File: src/rtl/pipe_ctrl_pkg.sv
`default_nettype none
// pipe_ctrl_pkg: control-field widths, per-stage payload layouts and bubble
// constants shared by the pipeline control register chain.
package pipe_ctrl_pkg;

  localparam int ALU_W = 6;
  localparam int EXC_W = 7;
  localparam int MEM_W = 5;
  localparam int WR_W  = 2;
  localparam int RW_W  = 5;

  typedef struct packed {
    logic             valid;
    logic [ALU_W-1:0] alu_ctrl;
    logic [EXC_W-1:0] ex_ctrl;
    logic [MEM_W-1:0] mem_ctrl;
    logic [WR_W-1:0]  wr_ctrl;
    logic [RW_W-1:0]  rw;
    logic             is_load;
  } ex_stage_t;

  // EX-only fields (alu/ex control) are dropped here.
  typedef struct packed {
    logic             valid;
    logic [MEM_W-1:0] mem_ctrl;
    logic [WR_W-1:0]  wr_ctrl;
    logic [RW_W-1:0]  rw;
    logic             is_load;
  } mem_stage_t;

  typedef struct packed {
    logic            valid;
    logic [WR_W-1:0] wr_ctrl;
    logic [RW_W-1:0] rw;
  } wb_stage_t;

  localparam ex_stage_t  EX_BUBBLE  = '0;
  localparam mem_stage_t MEM_BUBBLE = '0;
  localparam wb_stage_t  WB_BUBBLE  = '0;

endpackage
`default_nettype wire

File: src/rtl/ctrl_stage_reg.sv
`default_nettype none
// ctrl_stage_reg: W-bit pipeline register, asynchronously cleared, loading
// the BUBBLE pattern instead of d when bubble is high.
module ctrl_stage_reg #(
  parameter int           W      = 8,
  parameter logic [W-1:0] BUBBLE = '0
) (
  input  logic         clk,
  input  logic         rst_n,
  input  logic         bubble,
  input  logic [W-1:0] d,
  output logic [W-1:0] q
);

  always_ff @(posedge clk or negedge rst_n) begin
    if (!rst_n) begin
      q <= '0;
    end else if (bubble) begin
      q <= BUBBLE;
    end else begin
      q <= d;
    end
  end

endmodule
`default_nettype wire

File: src/rtl/pipeline_ctrl_regs.sv
`default_nettype none
// pipeline_ctrl_regs: ID->EX->MEM->WB control register chain with bubble
// insertion on stall/flush and saturating bubble/flush event counters.
module pipeline_ctrl_regs
  import pipe_ctrl_pkg::*;
#(
  parameter int CNT_W = 16
) (
  input  logic             clk,
  input  logic             rst_n,
  input  logic             stall,
  input  logic             flush,
  input  logic             id_valid,
  input  logic [ALU_W-1:0] aluCtrl_id,
  input  logic [EXC_W-1:0] exCtrl_id,
  input  logic [MEM_W-1:0] memCtrl_id,
  input  logic [WR_W-1:0]  wrCtrl_id,
  input  logic [RW_W-1:0]  rW_id,
  input  logic             isLoad_id,
  output logic [ALU_W-1:0] aluCtrl_ex,
  output logic [EXC_W-1:0] exCtrl_ex,
  output logic             valid_ex,
  output logic [RW_W-1:0]  rW_ex,
  output logic             isLoad_ex,
  output logic [MEM_W-1:0] memCtrl_mem,
  output logic             valid_mem,
  output logic [RW_W-1:0]  rW_mem,
  output logic             isLoad_mem,
  output logic [WR_W-1:0]  wrCtrl_wb,
  output logic             valid_wb,
  output logic [RW_W-1:0]  rW_wb,
  output logic             regWr_wb,
  output logic [CNT_W-1:0] bubble_cnt,
  output logic [CNT_W-1:0] flush_cnt
);

  localparam logic [CNT_W-1:0] CNT_MAX = '1;
  localparam logic [CNT_W-1:0] CNT_ONE = {{(CNT_W-1){1'b0}}, 1'b1};

  ex_stage_t  ex_d,  ex_q;
  mem_stage_t mem_d, mem_q;
  wb_stage_t  wb_d,  wb_q;
  logic       ex_bubble;

  // An empty ID slot enters EX as a bubble too, so downstream fields stay 0.
  assign ex_bubble = stall | flush | ~id_valid;

  always_comb begin
    ex_d          = EX_BUBBLE;
    ex_d.valid    = id_valid;
    ex_d.alu_ctrl = aluCtrl_id;
    ex_d.ex_ctrl  = exCtrl_id;
    ex_d.mem_ctrl = memCtrl_id;
    ex_d.wr_ctrl  = wrCtrl_id;
    ex_d.rw       = rW_id;
    ex_d.is_load  = isLoad_id;
  end

  always_comb begin
    mem_d          = MEM_BUBBLE;
    mem_d.valid    = ex_q.valid;
    mem_d.mem_ctrl = ex_q.mem_ctrl;
    mem_d.wr_ctrl  = ex_q.wr_ctrl;
    mem_d.rw       = ex_q.rw;
    mem_d.is_load  = ex_q.is_load;
  end

  always_comb begin
    wb_d         = WB_BUBBLE;
    wb_d.valid   = mem_q.valid;
    wb_d.wr_ctrl = mem_q.wr_ctrl;
    wb_d.rw      = mem_q.rw;
  end

  ctrl_stage_reg #(.W($bits(ex_stage_t)), .BUBBLE(EX_BUBBLE)) u_ex_reg (
    .clk    (clk),
    .rst_n  (rst_n),
    .bubble (ex_bubble),
    .d      (ex_d),
    .q      (ex_q)
  );

  ctrl_stage_reg #(.W($bits(mem_stage_t)), .BUBBLE(MEM_BUBBLE)) u_mem_reg (
    .clk    (clk),
    .rst_n  (rst_n),
    .bubble (1'b0),
    .d      (mem_d),
    .q      (mem_q)
  );

  ctrl_stage_reg #(.W($bits(wb_stage_t)), .BUBBLE(WB_BUBBLE)) u_wb_reg (
    .clk    (clk),
    .rst_n  (rst_n),
    .bubble (1'b0),
    .d      (wb_d),
    .q      (wb_q)
  );

  always_ff @(posedge clk or negedge rst_n) begin
    if (!rst_n) begin
      bubble_cnt <= '0;
      flush_cnt  <= '0;
    end else begin
      if (stall && (bubble_cnt != CNT_MAX)) bubble_cnt <= bubble_cnt + CNT_ONE;
      if (flush && (flush_cnt != CNT_MAX))  flush_cnt  <= flush_cnt + CNT_ONE;
    end
  end

  assign aluCtrl_ex  = ex_q.alu_ctrl;
  assign exCtrl_ex   = ex_q.ex_ctrl;
  assign valid_ex    = ex_q.valid;
  assign rW_ex       = ex_q.rw;
  assign isLoad_ex   = ex_q.is_load;
  assign memCtrl_mem = mem_q.mem_ctrl;
  assign valid_mem   = mem_q.valid;
  assign rW_mem      = mem_q.rw;
  assign isLoad_mem  = mem_q.is_load;
  assign wrCtrl_wb   = wb_q.wr_ctrl;
  assign valid_wb    = wb_q.valid;
  assign rW_wb       = wb_q.rw;
  assign regWr_wb    = wb_q.valid & wb_q.wr_ctrl[1];

endmodule
`default_nettype wire

File: config.mk
export PLATFORM = sky130hd
export DESIGN_NAME = pipeline_ctrl_regs
export DESIGN_NICKNAME = d
export VERILOG_FILES = /design/src/rtl/pipe_ctrl_pkg.sv /design/src/rtl/ctrl_stage_reg.sv /design/src/rtl/pipeline_ctrl_regs.sv
export SDC_FILE = /design/constraint.sdc
export NUM_CORES = 1
export LEC_CHECK = 0
export ABC_AREA = 1
export CAP_MARGIN = 20
export CORE_MARGIN = 10
export CORE_UTILIZATION = 45
export CTS_BUF_LIST = sky130_fd_sc_hd__clkbuf_4 sky130_fd_sc_hd__clkbuf_8
export CTS_CLUSTER_SIZE = 24
export DETAILED_ROUTE_END_ITERATION = 7
export PLACE_DENSITY = 0.77
export SKIP_CTS_REPAIR_TIMING = 1
export SLEW_MARGIN = 5
export SYNTH_ARGS = -nofsm -noshare
export SYNTH_HDL_FRONTEND = slang
export SYNTH_HIERARCHICAL = 1
export SYNTH_SLANG_ARGS = --single-unit
export TNS_END_PERCENT = 10
File: constraint.sdc
create_clock -name clk -period 1.6 [get_ports clk]
set_input_delay 0.32 -clock clk [delete_from_list [all_inputs] [get_ports clk]]
set_output_delay 0.32 -clock clk [all_outputs]
set_load 0.03 [all_outputs]
==> impl_metrics.json <==
{
  "status": "completed",
  "htreeDepth": 3,
  "critPathMaxStageDelay_ps": 400,
  "postRouteWirelength_um": 9320,
  "r2r-start": "bubble_cnt[0]$_DFFE_PN0P_",
  "synth.top_cells.by_area": "dfrtp_1 (54%), nand2_1 (12%), inv_1 (8.2%), nor2_1 (7.3%), nand3_1 (2.1%)",
  "p_leak_nw": 3.86,
  "clock_skew_ps": 8.67,
  "period_share_pct": 93.5,
  "total_power_mw": 5.56,
  "synthArstFlopShare_pct": 100,
  "cts_root_buf": "clkbuf_8",
  "crit_fanout": 3,
  "grt_usage_pct": 15.2,
  "synthToLayoutAreaGrowth_pct": 48.7,
  "synth_commonest_cells": "nand2_1 (117), inv_1 (82), dfrtp_1 (81)",
  "via_per_inst": 4.55,
  "rrSetupSlack_ps": 120,
  "p_int_mw": 3.74,
  "yosysSeqAreaShare_pct": 54.2,
  "dieArea_mm2": 0.0124,
  "port_buffers": 103,
  "synth.distinct_cells": 24,
  "path_class": "reg -> out",
  "dieHeight_um": 111,
  "worstPathCellList": "buf_4 -> dlymetal6s2s_1",
  "place_ws_ps": -304,
  "die_x_um": 111,
  "dp_hpwl_um": 7150,
  "final_hold_viol_count": 0,
  "drc": 0,
  "netlist_area_mm2": 0.00374,
  "cts_made_buffers": 9,
  "tns_ps": 0,
  "postPlaceCellArea_mm2": 0.00512,
  "rsz0062_at_grt": "no",
  "seqCellArea_mm2": 0.00203,
  "synth_top_area_share_pct": 54.2,
  "clock_sinks": 81,
  "synth_edf_count": 0,
  "fin_ws_ps": 103,
  "cap_violations": 0,
  "p_clk_share_pct": 31.4,
  "drt_first_pass_iters": 4,
  "ys_ff_latch": 81,
  "num_antenna_cells": 0,
  "seqPwrFrac_pct": 43.1,
  "slew_viol_final": 0,
  "pin_count": 104,
  "worstPathArrival_ps": 1180,
  "globalplace.congestion": 0.847,
  "synth_warnings": 6,
  "gr-total-overflow": 0,
  "multi_input_area_mm2": 0.00135,
  "grt_pass1_vias": 3268,
  "finalCoreUtilization_pct": 68.4,
  "power.density_mw_per_mm2": 1000,
  "max_freq_ghz": 0.668,
  "core_area_mm2": 0.00813,
  "layout-drive-gt1-share_pct": 14.9,
  "switching_share_pct": 32.8,
  "grt_max_degree": 39,
  "cts_tree": "yes",
  "routedWlPerCell_um": 13.3,
  "final_antenna_net_count": 0,
  "synth_most_common_cell": "nand2_1",
  "slowest_stage": "dfrtp_1",
  "comb_power_share_pct": 25.5,
  "synth_area_per_cell_um2": 8.39,
  "startpoint_type": "flip-flop",
  "p_sw_mw": 1.83,
  "endpoint_kind": "primary output",
  "clk_pin_slew_worst_paths_ps": 90,
  "num_vias": 3195,
  "period_minus_slack_ps": 1500,
  "fillers": 664,
  "worstPathRequired_ps": 1280,
  "reg2reg_depth": 9,
  "setup_violations": 0,
  "nets": 625,
  "synthFlopType": "dfrtp_1",
  "antenna_found_initial": 0,
  "design_area_mm2": 0.00556,
  "start_util_pct": 46.0,
  "clkLatencyLatePin_ps": 360,
  "grt_pass1_wl_um": 15600,
  "min_path_type": "in -> async",
  "reg2reg_to": "bubble_cnt[7]$_DFFE_PN0P_",
  "num_rows": 33,
  "yosysTopAreaCell": "dfrtp_1",
  "drt_iter0_drc": 78,
  "clockBufferDepth": 2,
  "ir_worst_vdd_mv": 0.767,
  "synth_cells": 446
}
-- state kept, by name (all words and copies together), names as in the netlist --
| name | flops |
|---|---|
| u_wb_reg/q | 8 |
| bubble_cnt | 16 |
| u_ex_reg/q | 27 |
| flush_cnt | 16 |
| u_mem_reg/q | 14 |
-- how the worst max path moves through the flow --
| stage | end | start | cells past startpoint |
|---|---|---|---|
| final | flush_cnt[9] | flush_cnt[9]$_DFFE_PN0P_ | 2 |
| after global placement | flush_cnt[11]$_DFFE_PN0P_ | flush | 5 |
| after detailed placement | flush_cnt[11]$_DFFE_PN0P_ | flush | 5 |
| after floorplan | flush_cnt[3]$_DFFE_PN0P_ | flush_cnt[0]$_DFFE_PN0P_ | 9 |
| after global routing | bubble_cnt[7]$_DFFE_PN0P_ | bubble_cnt[0]$_DFFE_PN0P_ | 9 |
| after CTS | flush_cnt[9] | flush_cnt[9]$_DFFE_PN0P_ | 2 |
-- power groups by stage --
stage,combinational (mW),clock (mW),sequential (mW)
finish,1.42,1.75,2.40
global route,1.55,1.87,2.42
CTS,1.46,1.79,2.40
detailed placement,1.46,0,2.44
global placement,1.43,0,2.42
floorplan,0.424,0,2.76
-- cell families (layout without fill, tap and decap cells) --
logic type               Yosys count  in the layout  share of synthesized area, %
buffers and inverters             91            237                          10.6
AO/OA/AOI/OAI                     18             18                          3.31
other                              1              6                         0.100
flip-flops                        81             81                          54.2
XOR/XNOR                           9              9                          2.11
AND/OR/NAND/NOR                  244            244                          29.0
adder cells (fa/ha/maj)            2              2                         0.669
-- metal layers --
layer  vias up  global-route usage [%]  part of all wire (%)
met4         0                    6.00                   1.5
li1       1616                       -                     -
met2        76                    26.0                    52
met1      1492                    17.2                    41
met3        11                    4.98                   5.6
met5         -                       0                     0
-- cell type report --
cell class / instances / share of cell area, %
Multi-Input combinational cell: 279 / 24.2
Sequential cell: 81 / 36.5
Timing Repair Buffer: 137 / 27.1
Inverter: 84 / 5.67
Clock buffer: 9 / 2.23
Clock inverter: 7 / 1.96
Tap cell: 105 / 2.36
-- worst max-delay path: cells and delay by family (launching register included) --
kind / cells / cell delay [ps]
buf+inv: 2 / 420
flops: 1 / 400
-- through the flow --
step / hold WS (ps) / cells
global placement: 235 / 685
finish: 398 / 702
CTS: -150 / 701
detailed placement: 245 / 685
global route: 421 / 702
floorplan: 24.4 / 451
-- placed cells by master (no fill, tap or decap) --
cell,n
a31o_2,1
buf_12,3
buf_4,31
bufinv_16,2
clkbuf_8,9
clkdlybuf4s50_1,29
conb_1,6
dfrtp_1,79
dfrtp_2,2
dlygate4sd3_1,1
dlymetal6s2s_1,73
ha_1,2
inv_1,82
inv_2,2
inv_6,3
inv_8,2
nand2_1,117
nand2_2,7
nand2_4,1
nand3_1,16
nand3_2,2
nand3b_1,4
nand4_1,10
nand4_2,1
nor2_1,72
nor2_2,7
nor2_4,7
o21ai_0,5
o21ai_1,3
o21ai_2,9
xnor2_1,6
xor2_1,3
Note: power is estimated with default switching activity, not from simulation.
